<file path="src/rtl/boot_mem.sv">
// Patchable boot memory: registered reads, key-sequence write unlock, and a
// background restore that reloads the power-on image one word per cycle.
module boot_mem #(
  parameter int unsigned DW                 = 16,
  parameter int unsigned AW                 = 4,
  parameter int unsigned DEPTH              = 2**AW,
  parameter logic [DEPTH*DW-1:0] INIT       = {{((DEPTH-8)*DW){1'b0}},
                                               DW'(16'h0007), DW'(16'h4000),
                                               DW'(16'h3010), DW'(16'hF400),
                                               DW'(16'h1007), DW'(16'hF800),
                                               DW'(16'h4000), DW'(16'hF200)},
  parameter logic [DW-1:0] KEY1             = DW'(16'hA5C3),
  parameter logic [DW-1:0] KEY2             = DW'(16'h3C5A),
  parameter logic [AW-1:0] KEY_ADDR         = AW'(DEPTH-1)
) (
`ifdef USE_POWER_PINS
  inout  wire           vccd1,
  inout  wire           vssd1,
`endif
  input  logic          clk,
  input  logic          rst,
  input  logic          cs,
  input  logic          we,
  input  logic [AW-1:0] addr,
  input  logic [DW-1:0] din,
  input  logic          restore,
  input  logic          lock,
  output logic [DW-1:0] dout,
  output logic          rvalid,
  output logic          wr_err,
  output logic          busy,
  output logic          unlocked
);

  localparam logic [AW-1:0] LAST_ADDR = AW'(DEPTH-1);
  localparam logic [DEPTH-1:0][DW-1:0] INIT_W = INIT;

  typedef enum logic [1:0] {
    ST_LOCKED   = 2'd0,
    ST_KEY1_OK  = 2'd1,
    ST_UNLOCKED = 2'd2
  } state_e;

  state_e                    state_q, state_d;
  logic [DEPTH-1:0][DW-1:0]  mem_q;
  logic [AW-1:0]             cnt_q, cnt_d;
  logic [DW-1:0]             dout_q, dout_d;
  logic                      busy_q, busy_d;
  logic                      rvalid_q, rvalid_d;
  logic                      wr_err_q, wr_err_d;
  logic                      unlocked_q, unlocked_d;
  logic                      mem_we;
  logic [AW-1:0]             mem_waddr;
  logic [DW-1:0]             mem_wdata;

  logic in_range_c, key1_hit_c, key2_hit_c;
  assign in_range_c = (32'(addr) < DEPTH);
  assign key1_hit_c = (addr == KEY_ADDR) && (din == KEY1);
  assign key2_hit_c = (addr == KEY_ADDR) && (din == KEY2);

  // State register, array and output registers; reset reloads the full image.
  always_ff @(posedge clk or negedge rst) begin
    if (!rst) begin
      state_q    <= ST_LOCKED;
      mem_q      <= INIT_W;
      cnt_q      <= '0;
      dout_q     <= '0;
      busy_q     <= 1'b0;
      rvalid_q   <= 1'b0;
      wr_err_q   <= 1'b0;
      unlocked_q <= 1'b0;
    end else begin
      state_q    <= state_d;
      cnt_q      <= cnt_d;
      dout_q     <= dout_d;
      busy_q     <= busy_d;
      rvalid_q   <= rvalid_d;
      wr_err_q   <= wr_err_d;
      unlocked_q <= unlocked_d;
      if (mem_we) begin
        mem_q[mem_waddr] <= mem_wdata;
      end
    end
  end

  // Next-state: restore sweep has priority, then a new restore, then the access.
  always_comb begin
    state_d    = state_q;
    cnt_d      = cnt_q;
    dout_d     = dout_q;
    busy_d     = busy_q;
    rvalid_d   = 1'b0;
    wr_err_d   = 1'b0;
    mem_we     = 1'b0;
    mem_waddr  = addr;
    mem_wdata  = din;

    if (busy_q) begin
      mem_we    = 1'b1;
      mem_waddr = cnt_q;
      mem_wdata = INIT_W[cnt_q];
      wr_err_d  = cs & we;
      if (cnt_q == LAST_ADDR) begin
        busy_d  = 1'b0;
        cnt_d   = '0;
        state_d = ST_LOCKED;
      end else begin
        cnt_d = cnt_q + AW'(1);
      end
    end else if (restore) begin
      busy_d = 1'b1;
      cnt_d  = '0;
    end else if (cs) begin
      if (!we) begin
        rvalid_d = 1'b1;
        dout_d   = in_range_c ? mem_q[addr] : '0;
      end else if (lock || !in_range_c) begin
        wr_err_d = 1'b1;
      end else begin
        case (state_q)
          ST_LOCKED: begin
            if (key1_hit_c) state_d = ST_KEY1_OK;
            else            wr_err_d = 1'b1;
          end
          ST_KEY1_OK: begin
            if (key2_hit_c) begin
              state_d = ST_UNLOCKED;
            end else begin
              wr_err_d = 1'b1;
              state_d  = ST_LOCKED;
            end
          end
          ST_UNLOCKED: mem_we = 1'b1;
          default:     state_d = ST_LOCKED;
        endcase
      end
    end

    if (lock) state_d = ST_LOCKED;
    unlocked_d = (state_d == ST_UNLOCKED);
  end

  assign dout     = dout_q;
  assign rvalid   = rvalid_q;
  assign wr_err   = wr_err_q;
  assign busy     = busy_q;
  assign unlocked = unlocked_q;

endmodule

</file>
<file path="config.mk">
export PLATFORM = sky130hd
export DESIGN_NAME = boot_mem
export DESIGN_NICKNAME = d
export VERILOG_FILES = /design/src/rtl/boot_mem.sv
export SDC_FILE = /design/constraint.sdc
export NUM_CORES = 1
export LEC_CHECK = 0
export ABC_AREA = 1
export BUFFER_PORTS_ARGS = -buffer_cell sky130_fd_sc_hd__buf_2
export CAP_MARGIN = 0
export CORE_MARGIN = 5
export CORE_UTILIZATION = 50
export DETAILED_ROUTE_END_ITERATION = 6
export PLACE_DENSITY = 0.75
export SKIP_LAST_GASP = 1
export SYNTH_ARGS = -nofsm -noshare
export SYNTH_HDL_FRONTEND = slang
export SYNTH_SLANG_ARGS = --single-unit
</file>
<file path="constraint.sdc">
create_clock -name clk -period 1.8 [get_ports clk]
set_input_delay 0.36 -clock clk [delete_from_list [all_inputs] [get_ports clk]]
set_output_delay 0.36 -clock clk [all_outputs]
set_load 0.01 [all_outputs]
</file>
==> flow_metrics.env <==
export IMPL_fp_dieW_um=176.4
export IMPL_ys_seq_elements=282
export IMPL_numCtsBuffers=30
export IMPL_numPortBuffers=45
export IMPL_reg2reg_from="busy"
export IMPL_timing_hold_ws_ns=0.09604
export IMPL_root_buffer="clkbuf_16"
export IMPL_drc=0
export IMPL_yosys_cell_count_top_type="nand2_1"
export IMPL_fmax_ghz=0.5521
export IMPL_p_leak_nw=8.132
export IMPL_drtPass1Iterations=7
export IMPL_slew_viol_final=0
export IMPL_antenna_found_initial=0
export IMPL_worstPathArrival_ns=2.28
export IMPL_core_um2=27550
export IMPL_synth_commonest_cells="nand2_1, dfrtp_1, o21ai_0, nand3_1, inv_1"
export IMPL_min_to="wr_err"
export IMPL_num_vias=12710
export IMPL_critPathKind="reg -> reg"
export IMPL_timing_final_ws_setup_ns=-0.01138
export IMPL_stdcell_area_um2=16740
export IMPL_finalHoldViolations=0
export IMPL_clk_path_buf_depth=3
export IMPL_rr_worst_depth=8
export IMPL_rsz0062_at_grt="yes"
export IMPL_ff2ff_setup_slack_ns=-0.01
export IMPL_viasPerCell=5.514
export IMPL_hold_path_class="in -> reg"
export IMPL_clkTransAtPathRegs_ns=0.06
export IMPL_hold_path_depth=4
export IMPL_min_period_ns=1.811
export IMPL_rows=61
export IMPL_netSwitchingPower_w=0.01137
export IMPL_synth_area_um2=13840
export IMPL_power_density_nw_per_um2=1719
export IMPL_die_h_um=176.4
export IMPL_path_delay_family="flip-flops"
export IMPL_power_frac_seq_pct=35.2
export IMPL_postPlaceCellArea_um2=15200
export IMPL_ant_nets=0
export IMPL_maxCapViolCount=0
export IMPL_crit_top_cell="nand2_2"
export IMPL_ys_flop_type="dfrtp_1"
export IMPL_synthCells=1823
export IMPL_status="finished with violations"
export IMPL_setup_violations=2
export IMPL_diodes=0
export IMPL_cts_tree="done"
export IMPL_crit_chain="buf_6 -> buf_4 -> o21ai_4 -> nand2_2 -> nor2_1 -> nand2_2 -> buf_12 -> o21ai_0"
export IMPL_worstSetupStartpointType="flip-flop"
export IMPL_ys_types=30
export IMPL_dp_slack_ns=-0.08016
export IMPL_grt_pass1_vias=12120
export IMPL_combinationalPowerShare_pct=42.2
export IMPL_critPathSlowestCell="dfrtp_2"
export IMPL_intPower_w=0.01741
export IMPL_yosysTopAreaCellShare_pct=46.10
export IMPL_fin_nets=1935
export IMPL_clk_latency_ns=0.56
export IMPL_skew_ns=0.02111
export IMPL_wirelength_um=41720
export IMPL_ir_drop_uv=991.6
export IMPL_failed_checks="setup timing"
export IMPL_yosys_area_top_type="dfrtp_1"
export IMPL_synth_edf_count=0
export IMPL_p_clk_share_pct=22.7
export IMPL_groute_usage_overall_pct=25.52
export IMPL_synth_area_top_cells="dfrtp_1, nand2_1, o21ai_0, nand3_1, dfstp_2"
export IMPL_required_ns=2.27
export IMPL_worst_slew_pin_slew_ns=0.4093
export IMPL_synth_seq_area_share_pct=51.22
export IMPL_synthArstFlopShare_pct=100.0
export IMPL_syn_num_nets=1854
export IMPL_reg2reg_to="mem_q[25]"
export IMPL_cp_max_fo=20
export IMPL_syn2layout_area_growth_pct=20.93
export IMPL_worstHoldStart="restore"
export IMPL_crit_buf_inv=3
export IMPL_dpl_hpwl_um=25360
export IMPL_dieArea_um2=31110
export IMPL_io_pins=46
export IMPL_gp_congestion=0.9512
export IMPL_finalCritPeriodShare_pct=100.6
export IMPL_htree_levels=1
export IMPL_start_util_pct=50.24
export IMPL_post_drt_wl_per_cell_um=18.10
export IMPL_drt_iter0_drc=1502
export IMPL_p_sw_share_pct=39.52
export IMPL_cts_sinks=282
export IMPL_crit_path_end_kind="flip-flop"
export IMPL_maxSlewHeadroom_pct=72.71
export IMPL_avgSynthCellArea_um2=7.593
export IMPL_finalPower_w=0.02878
export IMPL_grt_pass1_wl_um=63890
export IMPL_crit_path_max_incr_delay_ns=0.46
export IMPL_ys_warn_count=0
export IMPL_grt_max_degree=52
export IMPL_grt_remaining_overflow=0
export IMPL_drive_gt1_share_pct=16.19
## timing repair
action                     CTS  global route
gates resized for setup      5            66
hold buffers                 1             0
setup buffers                1            15
cloned                       0            11
pin swaps                    0            12
hold endpoints to repair    29             0
setup endpoints to repair   56           180
## worst register-to-register path, delay by kind of cell, from the launching register on
kind | cells | cell delay, ns
flip-flops | 1 | 0.46
buffers and inverters | 3 | 0.46
AO/OA/AOI/OAI | 2 | 0.44
AND/OR/NAND/NOR | 3 | 0.39
## kinds of logic (layout without fill, tap and decap cells)
group                      count (synthesis)  in the layout  share of synthesized area, %
and+or+nand+nor                          983            987                         29.08
buffers and inverters                    254            354                         7.864
DFF                                      282            282                         51.22
AOI/OAI and AO/OA                        299            299                         11.38
adders and majority gates                  5              5                        0.4520
## routing by layer
| layer | GRT usage [%] | wire [um] | vias up |
|---|---|---|---|
| met5 | 0 | 0 | - |
| met1 | 34.55 | 16830 | 6055 |
| met3 | 4.176 | 3650 | 130 |
| li1 | - | - | 5936 |
| met2 | 41.79 | 19260 | 589 |
| met4 | 9.381 | 1983 | 0 |
## how the worst max path moves through the flow
stage                       start    endpoint  slack (ns)  cells past startpoint
after floorplan              busy  mem_q[177]         0.1                      9
after global placement    addr[0]  mem_q[132]        0.02                      8
after global routing         busy   mem_q[36]       -0.08                      9
final                        busy   mem_q[25]       -0.01                      8
after CTS                    busy  mem_q[240]       0.006                     10
after detailed placement     busy  mem_q[145]       -0.08                      7
## final cells by class
type	count	area [um2]
Clock inverter	13	210.2
Clock buffer	42	835.8
Timing Repair Buffer	162	1760
Sequential cell	282	7093
Multi-Input combinational cell	1291	5834
Tap cell	378	473.0
Timing Repair inverter	2	12.51
Fill cell	2331	10810
Inverter	135	520.5
## power groups by stage
| stage | combinational, W | clock (W) | sequential, W |
|---|---|---|---|
| final | 0.0121 | 0.00652 | 0.0101 |
| after global placement | 0.0102 | 0 | 0.0101 |
| after CTS | 0.0107 | 0.00658 | 0.0101 |
| after detailed placement | 0.0105 | 0 | 0.0102 |
| after floorplan | 0.00662 | 0 | 0.00992 |
| after global routing | 0.0133 | 0.00686 | 0.0104 |
## cell usage in the layout (no fill, tap or decap), types with 3 or more instances in the layout
master	netlist	routed
nor2_4	6	6
clkinvlp_4	0	5
inv_1	128	121
a21oi_1	16	16
o21ai_1	67	80
a32oi_1	3	3
inv_2	6	10
dfstp_2	27	27
o21ai_0	199	181
bufinv_16	0	5
nand2_4	1	5
nand2_2	8	19
nor2_2	0	4
o21ai_2	7	10
nor2_1	102	98
ha_1	5	4
buf_6	9	7
buf_2	46	43
buf_4	0	62
clkbuf_16	0	34
clkbuf_1	44	8
o21ai_4	3	5
clkbuf_8	0	4
clkinv_2	0	5
dfrtp_1	255	253
buf_12	0	43
nand4_4	4	6
nand2_1	714	699
nand3_1	143	143
## stage by stage
step	cells	TNS [ns]	util [%]
after CTS	2280	0	59.08
after global routing	2305	-1.250	60.76
after global placement	2223	0	55.15
after floorplan	1823	0	-
after detailed placement	2223	-0.8550	55.15
final	2305	-0.01973	60.76
## flip-flops by register name, summed over array words and instances, names as in the netlist
name,flops
state_q,2
busy,1
rvalid,1
dout,16
mem_q,256
cnt_q,4
unlocked,1
wr_err,1
(Power assumes the default switching activity.)
